===== src/rtl/card_datapath.sv =====
// card_datapath: card source, six card registers and hand scoring for the
// baccarat round controller.
//
// Ports:
//   slow_clock        design clock, rising edge
//   resetb            asynchronous active-low reset
//   load_pcard1..3    capture the current card source value into player card 1..3
//   load_dcard1..3    capture the current card source value into dealer card 1..3
//   pcard1..3         player card ranks (0 = empty, 1..13 = A..K)
//   dcard1..3         dealer card ranks
//   pscore, dscore    hand scores 0..9, combinational from the card registers
//   cards_dealt       number of empty registers filled since reset, saturates at 6
//   multi_load_err    sticky: more than one load strobe seen on a single edge
module card_datapath #(
  parameter int unsigned SEED     = 1,
  parameter int unsigned MAX_CARD = 13
) (
  input  logic       slow_clock,
  input  logic       resetb,
  input  logic       load_pcard1,
  input  logic       load_pcard2,
  input  logic       load_pcard3,
  input  logic       load_dcard1,
  input  logic       load_dcard2,
  input  logic       load_dcard3,
  output logic [3:0] pcard1,
  output logic [3:0] pcard2,
  output logic [3:0] pcard3,
  output logic [3:0] dcard1,
  output logic [3:0] dcard2,
  output logic [3:0] dcard3,
  output logic [3:0] pscore,
  output logic [3:0] dscore,
  output logic [2:0] cards_dealt,
  output logic       multi_load_err
);

  localparam int unsigned CARD_W   = 4;
  localparam int unsigned SUM_W    = 5;
  localparam int unsigned CNT_W    = 3;
  localparam int unsigned NUM_CARD = 6;
  localparam int unsigned DEALT_W  = CNT_W + 1;

  logic [CARD_W-1:0]                src;
  logic [NUM_CARD-1:0]              load;
  logic [NUM_CARD-1:0][CARD_W-1:0]  card;
  logic [CNT_W-1:0]                 load_cnt;
  logic [CNT_W-1:0]                 new_cnt;
  logic [DEALT_W-1:0]               dealt_sum;
  logic [CNT_W-1:0]                 dealt_nxt;

  // Bit order: player cards 1..3 in bits 0..2, dealer cards 1..3 in bits 3..5.
  assign load = {load_dcard3, load_dcard2, load_dcard1,
                 load_pcard3, load_pcard2, load_pcard1};

  // Count strobes this edge, and those that fill a currently empty register.
  always_comb begin
    load_cnt = '0;
    new_cnt  = '0;
    for (int i = 0; i < NUM_CARD; i++) begin
      if (load[i]) begin
        load_cnt = load_cnt + CNT_W'(1);
        if (card[i] == '0) new_cnt = new_cnt + CNT_W'(1);
      end
    end
    dealt_sum = DEALT_W'(cards_dealt) + DEALT_W'(new_cnt);
    dealt_nxt = (dealt_sum > DEALT_W'(NUM_CARD)) ? CNT_W'(NUM_CARD)
                                                 : dealt_sum[CNT_W-1:0];
  end

  // Free-running card source, card registers and bookkeeping.
  always_ff @(posedge slow_clock or negedge resetb) begin
    if (!resetb) begin
      src            <= CARD_W'(SEED);
      card           <= '0;
      cards_dealt    <= '0;
      multi_load_err <= 1'b0;
    end else begin
      src <= (src == CARD_W'(MAX_CARD)) ? CARD_W'(1) : src + CARD_W'(1);
      for (int i = 0; i < NUM_CARD; i++) begin
        if (load[i]) card[i] <= src;
      end
      cards_dealt <= dealt_nxt;
      if (load_cnt > CNT_W'(1)) multi_load_err <= 1'b1;
    end
  end

  assign pcard1 = card[0];
  assign pcard2 = card[1];
  assign pcard3 = card[2];
  assign dcard1 = card[3];
  assign dcard2 = card[4];
  assign dcard3 = card[5];

  // Baccarat value of a rank: 1..9 count as face value, 0 and 10..13 as zero.
  function automatic logic [SUM_W-1:0] card_val(input logic [CARD_W-1:0] rank);
    return (rank >= CARD_W'(1) && rank <= CARD_W'(9)) ? SUM_W'(rank) : '0;
  endfunction

  // Sum of three values is at most 27, so two conditional subtractions suffice.
  function automatic logic [CARD_W-1:0] mod10(input logic [SUM_W-1:0] s);
    logic [SUM_W-1:0] r;
    if (s >= SUM_W'(20))      r = s - SUM_W'(20);
    else if (s >= SUM_W'(10)) r = s - SUM_W'(10);
    else                      r = s;
    return r[CARD_W-1:0];
  endfunction

  assign pscore = mod10(card_val(card[0]) + card_val(card[1]) + card_val(card[2]));
  assign dscore = mod10(card_val(card[3]) + card_val(card[4]) + card_val(card[5]));

endmodule

===== config.mk =====
export PLATFORM = sky130hd
export DESIGN_NAME = card_datapath
export DESIGN_NICKNAME = d
export VERILOG_FILES = /design/src/rtl/card_datapath.sv
export SDC_FILE = /design/constraint.sdc
export NUM_CORES = 1
export LEC_CHECK = 0
export CAP_MARGIN = 20
export CORE_MARGIN = 2
export CORE_UTILIZATION = 55
export CTS_CLUSTER_SIZE = 8
export DETAILED_ROUTE_END_ITERATION = 10
export GPL_ROUTABILITY_DRIVEN = 1
export PLACE_DENSITY_LB_ADDON = 0.05
export SETUP_SLACK_MARGIN = 0.15
export SYNTH_ARGS = -nofsm -noshare
export SYNTH_HDL_FRONTEND = slang
export SYNTH_SLANG_ARGS = --single-unit

===== constraint.sdc =====
create_clock -name slow_clock -period 5.9 [get_ports slow_clock]
set_input_delay 1.18 -clock slow_clock [delete_from_list [all_inputs] [get_ports slow_clock]]
set_output_delay 1.18 -clock slow_clock [all_outputs]
set_load 0.1 [all_outputs]

* Word level (Yosys, flattened, before mapping)
Index checks and enable logic that the tools add are counted.
Word-level totals: register bits 32, bits in latches 0, RAM bits 0, ROM bits 0, bits of input ports 8, output and inout bits 36, logic and storage cells 90, memories kept 0
Cells by class: add/subtract/negate cells 20, multipliers 0, div/mod/pow operators 0, magnitude comparators 18, equality and inequality tests 1, shift operators 0, mux-type cells 30, bitwise operators 0, reduce and logical (&&, ||, !) cells 12
Operator list (number):
- $mux W3 | 16
- $mux W4 | 11
- $add A3 B1 Y3 const B | 10
- $ge A4 B1 Y1 const B | 6
- $le A4 B4 Y1 const B | 6
- $logic_not A4 Y1 | 6
- $add A4 B4 Y5 | 2
- $add A5 B4 Y5 | 2
- $ge A5 B4 Y1 const B | 2
- $ge A5 B5 Y1 const B | 2
- $sub A4 B3 Y4 const B | 2
- $sub A4 B4 Y4 const B | 2
- $logic_and A1 B1 Y1 | 6
- $add A3 B3 Y4 | 1
- $add A4 B1 Y4 const B | 1
- $eq A4 B4 Y1 const B | 1
- $gt A4 B3 Y1 const B | 1
- $gt A3 B1 Y1 const B | 1
- $mux W1 | 3

* Depth between registers and ports, before layout
word-level depth 21, mapped depth 21, mapped depth without buffers 21

* Least setup slack after synthesis
OpenSTA, ideal clock, no wires.
kind reg2out, from register card (netlist bit dcard1[1]), to output dscore[3], arrival time 5415 ps, data required time 4720 ps, slack -695 ps, cell stages (with the launch flop) 12, path buffers 0, cells stage by stage dfrtp_1 > or2_2 > a21boi_0 > fa_1 > ha_1 > fa_1 > xor2_1 > inv_1 > ha_1 > nor3b_1 > o31a_1 > o21ai_0
On the way: longest elaborated chain between the ends 8, elaborated cells between the ends (all ways) 12, classes of those cells 4 x add/sub; 4 x order compare; 3 x mux; 1 x reduce/logical
Ends and longest elaborated chain:
- start, declared | line 46 | logic [NUM_CARD-1:0][CARD_W-1:0] card;
- start signal, assigned by index | line 81 | if (load[i]) card[i] <= src;
- $ge A4 B1 Y1 or $le A4 B4 Y1 (tied branches) | line 97 | return (rank >= CARD_W'(1) && rank <= CARD_W'(9)) ? SUM_W'(rank) : '0;
- $logic_and A1 B1 Y1 | line 97
- $mux W4 (*) | line 97
- $add A4 B4 Y5 (*) | line 110 | assign dscore = mod10(card_val(card[3]) + card_val(card[4]) + card_val(card[5]));
- $add A5 B4 Y5 (*) | line 110
- $sub A4 B4 Y4 or $ge A5 B4 Y1 (tied branches) | line 104 | else if (s >= SUM_W'(10)) r = s - SUM_W'(10);
- $mux W4 | line 104
- $mux W4 (*) | line 103 | if (s >= SUM_W'(20)) r = s - SUM_W'(20);
- end, declared | line 33 | output logic [3:0] dscore,
Mark *: on every way between the ends. The rest lies on a longest branch, timed or not.

* Worst setup path in the final report
from input load_pcard2, to register cards_dealt[2]
On the way: longest elaborated chain between the ends 16
Ends and longest elaborated chain:
- start, declared | line 21 | input logic load_pcard2,
- $mux W3 (*) | line 61 | if (load[i]) begin
- $add A3 B1 Y3 | line 63 | if (card[i] == '0) new_cnt = new_cnt + CNT_W'(1);
- $mux W3 | line 63
- $mux W3 (*) | line 61
- $add A3 B1 Y3 | line 63
- $mux W3 | line 63
- $mux W3 (*) | line 61
- $add A3 B1 Y3 | line 63
- $mux W3 | line 63
- $mux W3 (*) | line 61
- $add A3 B1 Y3 | line 63
- $mux W3 | line 63
- $mux W3 (*) | line 61
- $add A3 B3 Y4 (*) | line 66 | dealt_sum = DEALT_W'(cards_dealt) + DEALT_W'(new_cnt);
- $gt A4 B3 Y1 | line 67 | dealt_nxt = (dealt_sum > DEALT_W'(NUM_CARD)) ? CNT_W'(NUM_CARD)
- $mux W3 (*) | line 67
- net dealt_nxt[2] | line 50 | logic [CNT_W-1:0] dealt_nxt;
- end signal, assigned | line 83 | cards_dealt <= dealt_nxt;
- end, declared | line 34 | output logic [2:0] cards_dealt,
The timed path passes the listed nets; every way through them passes the cells marked *. A chain may end at the register's enable or synchronous reset.

==> run summary <==
Initial Util -> 57.9%
Mapped Area -> 2770 µm²
GR met1 Demand/Resource -> 30.9%
Placer Congestion -> 0.789
crit-path max cell delay -> 0.47 ns
wire per inst -> 14.1 µm
top-area cell type share of the netlist area -> 28.0%
synth warn -> 0
Max VDD drop -> 0.280 mV
root buf cell -> clkbuf_8
GRT met2 Usage -> 35.1%
main combinational cell family by area after synthesis -> adder cells
clk_skew -> 0.00512 ns
die height -> 75.0 µm
busiest grt layer -> met2
pin count of the biggest net entering global routing -> 33
# diodes -> 0
worst hold path type -> reg2reg
Seq cells post-synth -> 32
cts hold-fix bufs -> 0
Leak -> 1.57 nW
Worst Hold Slack -> 0.475 ns
width of the die -> 75.0 µm
Final Setup Violations -> 0
number of remaining DRC errors -> 0
Worst Path Required -> 6.07 ns
Tcrit/Tclk final -> 91.2%
Final WS setup -> 0.522 ns
Core Util, Final -> 70.7%
CP Cell Sequence -> clkdlybuf4s50_1 > buf_4 > a32o_2 > ha_1 > and3_4 > nor2_4 > inv_1 > ha_1 > a21o_2 > o22ai_1 > a221oi_2 > ha_2 > nand3_2 > xor2_2 > or4_1 > o311ai_1 > nor4_1 > ha_1 > mux2i_1 > or2_2
DRT iter0 DRCs -> 51
kind of critical path -> in2reg
post-synthesis simple-gate area fraction -> 17.5%
fin crit period -> 5.38 ns
first-pass GRT wire length -> 9230 µm
status -> completed
antenna violations before repair -> 0
top cell type by total area after synthesis -> dfrtp_1
synthesized instance count -> 282
H-tree levels -> 2
CTS tree -> built
Netlist cell types -> 50
layout cells sized above 1 -> 20.5%
synth top area cells -> dfrtp_1, ha_1, mux2_2, fa_1, nand2_1
final wirelength -> 5560 µm
DP HPWL -> 4170 µm
setup TNS -> 0 ns
clk sinks -> 32
Worst-Skew Late Latency -> 0.28 ns
compound-cell area share of the yosys netlist -> 10.3%
synthesized-area fraction occupied by adder cells -> 19.2%
final hold viol count -> 0
met3 Usage GRT -> 3.21%
Max Clk Rate -> 0.186 GHz
Bufs and invs on worst path -> 3
Pwr Density -> 335 nW/µm²
Num CTS Buffers -> 5
CP startpoint kind -> input pin
setup slack, reg-to-reg -> 0.91 ns
# IOs -> 44
predominant post-synthesis flop cell -> dfrtp_1
Clock Tree Buf Depth -> 2
Final #Nets -> 369
relative slew slack -> 34.8%
Max-cap violations -> 0
vias -> 2097
mux cell area share after synthesis -> 12.0%
drt first pass iters -> 4
syn_area_per_cell -> 9.82 µm²
CP arrival -> 5.54 ns
crit-path max FO -> 8
CORE AREA -> 4790 µm²
Area growth syn-to-layout -> 22.2%
Critical Path Sink Type -> flop
RSZ-0062 raised after global routing -> no
Slowest cell on crit path -> or4_1
synthesized net count -> 325
asr flop ratio synth -> 100%
Slew Viols, Final -> 0
critical path's top delay family -> simple AND/OR/NAND/NOR gates
vias per cell -> 5.32
most frequent CP cell -> ha_1
pre-CTS setup slack -> -0.0498 ns
CTS clk-pin slew, worst paths -> 0.06 ns
fillers -> 408
Routed Antenna Nets -> 0
sequential-to-total area share from yosys stat -> 29.0%
Std-Cell Rows -> 25
PortBufs -> 43
vias in the first global route -> 1978
Die Footprint -> 5620 µm²
worst-margin pin slew -> 0.975 ns
GR Util All Layers -> 21.7%
Post-synth EDFFs -> 0
XOR/XNOR Fraction of Synth Area -> 5.96%
gr ovfl total -> 0
-- what timing repair did --
action,4_1_cts,5_1_grt
resized for setup,0,8
setup endpoints to repair,0,2
buffers inserted,0,3
-- logic make-up after synthesis --
family | after synthesis
AND/OR/NAND/NOR | 88
AO/OA/AOI/OAI | 44
adder cells (fa/ha/maj) | 36
buffers and inverters | 34
flip-flops | 32
multiplexers | 30
XOR/XNOR | 18
-- power breakdown --
group          switching (W)  internal (W)  leakage (nW)  total [W]
Combinational       0.000488      0.000180          1.15   0.000669
Clock              0.0000819      0.000125        0.0552   0.000207
Sequential         0.0000201      0.000238         0.372   0.000259
Total               0.000590      0.000544          1.57    0.00113
-- cells in the final DEF (no fill, tap or decap), types with 5 or more instances in the layout --
cell | synthesis | routed
clkdlybuf4s50_1 | 0 | 36
dfrtp_1 | 31 | 31
nand2_1 | 25 | 25
mux2_2 | 24 | 24
ha_1 | 24 | 23
inv_1 | 21 | 21
nor2_1 | 14 | 13
o21ai_0 | 15 | 13
buf_4 | 0 | 12
fa_1 | 11 | 11
a21oi_1 | 11 | 10
and2_1 | 8 | 8
xnor2_1 | 9 | 7
xor2_1 | 8 | 7
nor2b_1 | 6 | 6
nor4_1 | 6 | 6
nand3_1 | 6 | 5
mux2i_1 | 5 | 5
clkbuf_8 | 0 | 5
-- path summary, 6_finish.rpt --
| check | start | cells after the start | end |
|---|---|---|---|
| setup / recovery | load_pcard2 | 20 | cards_dealt[2] |
| hold / removal | multi_load_err | 2 | multi_load_err |
| setup reg to reg | pcard2[2] | 20 | cards_dealt[2] |
| hold reg to reg | multi_load_err | 2 | multi_load_err |
| max in group asynchronous | resetb | 2 | src[0] |
| min in group asynchronous | resetb | 2 | src[3] |
-- worst min-delay path, cell delays in order (launching register included) --
cell	delay, ns
dfrtp_1	0.35
nor2_1	0.05
nand2_1	0.05
-- routing by layer --
| metal | routed length (µm) | part of all wire, % |
|---|---|---|
| met1 | 2710 | 49 |
| met2 | 2650 | 48 |
| met3 | 139 | 2.5 |
| met4 | 57 | 1.0 |
| met5 | 0 | 0 |
-- layout make-up --
| class | instances | area (µm²) | area share (%) |
|---|---|---|---|
| Inverter | 22 | 82.6 | 2.44 |
| Multi-Input combinational cell | 216 | 1850 | 54.5 |
| Sequential cell | 32 | 802 | 23.7 |
| Clock inverter | 2 | 35.0 | 1.04 |
| Tap cell | 67 | 83.8 | 2.48 |
| Timing Repair Buffer | 49 | 463 | 13.7 |
| Clock buffer | 6 | 72.6 | 2.14 |
-- through the flow --
step           total power (W)  cell area (µm²)  instances
2_1_floorplan         0.000806             2790        282
3_3_place_gp          0.000927             3220        383
3_5_place_dp          0.000932             3220        383
4_1_cts                0.00114             3330        391
5_1_grt                0.00119             3380        394
6_report               0.00113             3380        394
-- registers in the layout, summed over array words and instances (netlist names) --
name	cells
pcard1	4
dcard2	4
pcard2	4
src	4
multi_load_err	1
cards_dealt	3
dcard3	4
pcard3	4
dcard1	4
-- synth_stat cells (2+ instances only) --
master / count
dfrtp_1: 31
nand2_1: 25
ha_1: 24
mux2_2: 24
inv_1: 21
o21ai_0: 15
nor2_1: 14
a21oi_1: 11
fa_1: 11
xnor2_1: 9
and2_1: 8
xor2_1: 8
nand3_1: 6
nor2b_1: 6
nor4_1: 6
buf_6: 5
clkbuf_1: 5
mux2i_1: 5
a21boi_0: 4
nand2b_1: 4
nor3b_1: 4
or2_2: 4
a21o_1: 3
nor3_1: 2
o211a_1: 2
(Power assumes the default switching activity.)
